$ cat src/rtl/prime_sweep_ctrl.sv
// Sweep sequencer for a shared prime-test core: walks [lo, hi], issues one candidate
// at a time, streams primes over valid/ready and flags a hung core via timeout.
//
// state  | meaning
// IDLE   | waiting for start
// ISSUE  | present cand to the core (skipped for cand < 2)
// WAIT   | core busy, timeout counter running
// EMIT   | prime on p_data, waiting for p_ready
// FINISH | one-cycle done pulse
module prime_sweep_ctrl #(
    parameter int W       = 8,
    parameter int TIMEOUT = 255
) (
    input  logic         clk,
    input  logic         rst,
    input  logic         start,
    input  logic         abort,
    input  logic [W-1:0] lo,
    input  logic [W-1:0] hi,
    output logic         chk_start,
    output logic [W-1:0] chk_n,
    input  logic         chk_done,
    input  logic         chk_is_prime,
    output logic         p_valid,
    output logic [W-1:0] p_data,
    input  logic         p_ready,
    output logic         busy,
    output logic         done,
    output logic         err,
    output logic [W-1:0] prime_count
);

    typedef enum logic [2:0] {
        S_IDLE,
        S_ISSUE,
        S_WAIT,
        S_EMIT,
        S_FINISH
    } state_t;

    // Down-counter loaded at issue; the WAIT cycle that sees 1 is the last one allowed.
    localparam logic [15:0] TMR_LOAD = 16'(TIMEOUT - 1);
    localparam logic [W-1:0] CNT_MAX = '1;

    state_t         state_q, state_d;
    logic [W-1:0]   cand_q;
    logic [W-1:0]   hi_q;
    logic [W-1:0]   cnt_q;
    logic [15:0]    tmr_q;
    logic           err_q;

    logic           cand_lt2;
    logic           capture;
    logic           advance;
    logic           issue;
    logic           tmo;
    logic           accept;

    assign cand_lt2 = (cand_q < W'(2));

    always_ff @(posedge clk or posedge rst) begin
        if (rst) begin
            state_q <= S_IDLE;
        end else begin
            state_q <= state_d;
        end
    end

    always_comb begin
        state_d = state_q;
        capture = 1'b0;
        advance = 1'b0;
        issue   = 1'b0;
        tmo     = 1'b0;
        accept  = 1'b0;
        case (state_q)
            S_IDLE: begin
                if (start) begin
                    capture = 1'b1;
                    state_d = (lo > hi) ? S_FINISH : S_ISSUE;
                end
            end
            S_ISSUE: begin
                if (cand_lt2) begin
                    advance = 1'b1;
                end else begin
                    issue   = 1'b1;
                    state_d = S_WAIT;
                end
            end
            S_WAIT: begin
                if (chk_done) begin
                    if (chk_is_prime) begin
                        state_d = S_EMIT;
                    end else begin
                        advance = 1'b1;
                    end
                end else if (tmr_q <= 16'd1) begin
                    tmo     = 1'b1;
                    state_d = S_FINISH;
                end
            end
            S_EMIT: begin
                if (p_ready) begin
                    accept  = 1'b1;
                    advance = 1'b1;
                end
            end
            S_FINISH: begin
                state_d = S_IDLE;
            end
            default: begin
                state_d = S_IDLE;
            end
        endcase

        // Stopping on equality keeps cand from wrapping when hi is all-ones.
        if (advance) begin
            state_d = (cand_q == hi_q) ? S_FINISH : S_ISSUE;
        end

        if (abort) begin
            state_d = S_IDLE;
            capture = 1'b0;
            advance = 1'b0;
            issue   = 1'b0;
            tmo     = 1'b0;
            accept  = 1'b0;
        end
    end

    always_ff @(posedge clk or posedge rst) begin
        if (rst) begin
            cand_q <= '0;
            hi_q   <= '0;
            cnt_q  <= '0;
            tmr_q  <= '0;
            err_q  <= 1'b0;
        end else begin
            if (capture) begin
                cand_q <= lo;
                hi_q   <= hi;
                cnt_q  <= '0;
                err_q  <= 1'b0;
            end
            if (advance && (cand_q != hi_q)) begin
                cand_q <= cand_q + W'(1);
            end
            if (issue) begin
                tmr_q <= TMR_LOAD;
            end else if ((state_q == S_WAIT) && (tmr_q != 16'd0)) begin
                tmr_q <= tmr_q - 16'd1;
            end
            if (tmo) begin
                err_q <= 1'b1;
            end
            if (accept && (cnt_q != CNT_MAX)) begin
                cnt_q <= cnt_q + W'(1);
            end
        end
    end

    assign chk_start   = (state_q == S_ISSUE) && !cand_lt2;
    assign chk_n       = cand_q;
    assign p_valid     = (state_q == S_EMIT);
    assign p_data      = cand_q;
    assign busy        = (state_q != S_IDLE);
    assign done        = (state_q == S_FINISH);
    assign err         = err_q;
    assign prime_count = cnt_q;

endmodule
$ cat config.mk
export PLATFORM = sky130hd
export DESIGN_NAME = prime_sweep_ctrl
export DESIGN_NICKNAME = d
export VERILOG_FILES = /design/src/rtl/prime_sweep_ctrl.sv
export SDC_FILE = /design/constraint.sdc
export NUM_CORES = 1
export LEC_CHECK = 0
export BUFFER_PORTS_ARGS = -buffer_cell sky130_fd_sc_hd__buf_2
export CORE_MARGIN = 2
export CORE_UTILIZATION = 45
export CTS_BUF_LIST = sky130_fd_sc_hd__clkbuf_8 sky130_fd_sc_hd__clkbuf_16
export DETAILED_ROUTE_END_ITERATION = 10
export PLACE_DENSITY = 0.67
export SLEW_MARGIN = 20
export SYNTH_ARGS = -nofsm -noshare
export SYNTH_HDL_FRONTEND = slang
export SYNTH_SLANG_ARGS = --single-unit
$ cat constraint.sdc
create_clock -name clk -period 2.6 [get_ports clk]
set_clock_uncertainty 0.1 [all_clocks]
set_input_delay 0.26 -clock clk [delete_from_list [all_inputs] [get_ports clk]]
set_output_delay 0.26 -clock clk [all_outputs]
set_load 0.02 [all_outputs]
==> results.py <==
metrics = {
    "layout": {
        "n_fill_cell": 547,
        "post-route-cell-area_sq_um": 3146,
        "antenna_cells": 0,
        "nNetsFinal": 386,
        "synthToLayoutAreaGrowth_pct": 16.77,
        "stdcell_count": 427,
        "drive_above_1_share_pct": 22.73,
        "fin_util_pct": 53.76,
    },
    "global_routing": {
        "overflow": 0,
        "grt_pass1_wl_um": 10410,
        "grt_usage_pct": 20.31,
        "grt_start_max_net_pins": 28,
        "antenna_found_initial": 0,
        "grt_pass1_vias": 2256,
    },
    "floorplanning": {
        "start_util_pct": 46.04,
        "die_x_um": 81.37,
        "io_pins": 52,
        "die-area_sq_um": 6621,
        "rows": 28,
        "core-area_sq_um": 5851,
        "die_h_um": 81.37,
    },
    "yosys": {
        "synth_mux_area_share_pct": 1.672,
        "synthTopCellsByArea": "dfrtp_1 (41%), ha_1 (5.6%), o21ai_0 (4.6%), nand2_1 (4.2%), nor2_1 (4.0%)",
        "synthAdderAreaFrac_pct": 5.574,
        "synthXorXnorAreaFrac_pct": 7.803,
        "synth-seq-cells": 44,
        "syn_area_sq_um": 2694,
        "synth_warnings": 0,
        "synth_top_family_by_area": "simple AND/OR/NAND/NOR gates",
        "netlist_top_cells_count": "dfrtp_1 (44), nand2_1 (30), nor2_1 (29)",
        "synth_compound_area_share_pct": 13.19,
        "syn_nets": 332,
        "synth_top_cell_area_share_pct": 40.87,
        "synth-simple-area-share_pct": 25.45,
        "synthCells": 297,
        "synthMostInstantiatedCell": "dfrtp_1",
        "postSynthAreaPerCell_sq_um": 9.070,
        "async_flop_share_pct": 100.0,
        "synth-edff-count": 0,
        "synth_cell_types": 50,
        "synth_top_area_cell": "dfrtp_1",
        "yosysSeqAreaShare_pct": 40.87,
        "synth_top_flop_cell": "dfrtp_1",
    },
    "worst_setup_path": {
        "cp_slowest_cell": "dfrtp_1",
        "critPathCapture": "chk_start",
        "crit_start": "state_q[0]",
        "crit_chain": "nor2b_1 > a32oi_1 > nand2_1 > nor3_1 > buf_2",
        "r2r-end": "tmr_q[14]",
        "crit_type": "reg -> out",
        "crit_family": "simple AND/OR/NAND/NOR gates",
        "reg2reg_from": "tmr_q[9]",
        "path_buf_inv": 1,
        "critPathMaxStageDelay_ns": 0.50,
        "critical_path.endpoint_type": "output port",
        "critPathMaxFanout": 9,
        "path_depth": 5,
        "required_ns": 2.24,
        "worstPathArrival_ns": 2.07,
        "reg2reg_slack_ns": 0.23,
        "reg2regPathDepth": 6,
        "start_kind": "register",
    },
    "sta": {
        "rsz0062_at_grt": "false",
        "fin_crit_sh_pct": 93.48,
        "finalSetupViolCount": 0,
        "setup_ws_ns": 0.1695,
        "tns_ns": 0,
        "tightest_slew_ns": 0.5962,
        "slew_headroom_pct": 60.20,
        "period_minus_slack_ns": 2.431,
        "hold_viol": 0,
        "holdWs_ns": 0.07022,
        "maxSlewViolCount": 0,
        "fmax_mhz": 411.4,
    },
    "clock_network": {
        "cts_sinks": 44,
        "cts_tree": "yes",
        "cts-htree-levels": 2,
        "cts.path.max_buffers": 2,
        "cts.clk_slew.worst_paths_ns": 0.09,
        "cts_resized": 0,
        "numCtsBuffers": 5,
        "clk_latency_ns": 0.30,
        "root_buffer": "clkbuf_8",
    },
    "power": {
        "cellLeakagePower_nw": 1.463,
        "p_total_mw": 2.466,
        "max-vdd-ir-drop_mv": 0.3510,
        "power_density_nw_per_um2": 784.1,
    },
    "drt": {
        "drt.antenna.violating_nets": 0,
        "avgViaCountPerCell": 5.452,
        "wl_um": 6267,
        "drc": 0,
        "vias": 2328,
        "wl_per_cell_um": 14.68,
        "drt_iter0_markers": 120,
        "first_pass_iters": 4,
    },
    "placed_design": {
        "gp_congestion": 0.8354,
        "pre_cts_slack_ns": 0.2528,
        "dp_hpwl_um": 4767,
        "portBuffers": 51,
        "dp_cells": 418,
        "postPlaceCellArea_sq_um": 3024,
    },
    "worst_hold_path": {
        "hold_class": "in -> reg",
        "holdPathStages": 3,
    },
    "run_status": {
        "status": "complete, no violations",
    },
    "run": {
        "cap_violations": 0,
    },
}
==> how the worst min path moves through the flow <==
stage / start / to
detailed placement: rst / tmr_q[13]
finish: hi[0] / hi_q[0]
global route: hi[0] / hi_q[0]
CTS: hi[0] / hi_q[0]
floorplan: hi[0] / hi_q[0]
global placement: rst / tmr_q[11]
==> layer usage <==
| layer | GRT usage (%) | wire length, um |
|---|---|---|
| met5 | 0 | 0 |
| met4 | 5.254 | 65 |
| met3 | 3.778 | 318 |
| met2 | 33.36 | 3080 |
| met1 | 27.49 | 2803 |
==> report_power, final <==
group          internal [mW]  switching (mW)
Clock                  0.284           0.248
Combinational          0.380           0.523
Sequential             0.835           0.196
==> logic make-up after synthesis <==
logic type,after synthesis
and+or+nand+nor,128
AOI/OAI and AO/OA,55
DFF,44
buffers and inverters,30
xor gates and xnor gates,24
adders and majority gates,12
muxes,4
==> worst reg2reg max path: cells and delay by family (launching register included) <==
kind | cells | cell delay (ns)
compound gates | 1 | 0.36
xor+xnor | 1 | 0.17
simple gates | 4 | 1.21
flops | 1 | 0.43
==> area by class of cell <==
class | count | area (sq um) | area share, %
clock buffers | 5 | 68.82 | 2.188
clock inverters | 3 | 42.54 | 1.352
inverters | 16 | 60.06 | 1.909
multi-input cells | 223 | 1446 | 45.98
flip-flops and latches | 44 | 1101 | 35.00
well taps | 75 | 93.84 | 2.983
repair buffers | 61 | 332.8 | 10.58
==> placed cells by master, fill, tap and decap left out, drive strengths merged, types with 2 or more instances in the layout <==
master / n
nor4: 8
xor2: 12
inv: 16
mux2i: 3
o211ai: 2
nand2: 30
nand3: 8
nor3b: 4
o21ai: 25
o311a: 2
a21oi: 7
clkbuf: 5
nor2b: 3
a211oi: 4
nand2b: 8
nand3b: 2
xnor2: 12
ha: 12
nor3: 14
or4: 3
or3: 3
nand4: 3
nor4b: 2
a31oi: 3
dfrtp: 44
buf: 60
and2: 2
nor2: 30
and3: 7
==> sequential cells by signal, summed over array words and instances (netlist names) <==
| register | count |
|---|---|
| tmr_q | 16 |
| chk_n | 8 |
| hi_q | 8 |
| prime_count | 8 |
| state_q | 3 |
| err | 1 |
==> what timing repair did <==
item | 4_1_cts | 5_1_grt
hold buffers | 1 | 0
buffers inserted | 0 | 0
hold endpoints to repair | 26 | 0
No activity file was read; power rests on OpenSTA's default activity.
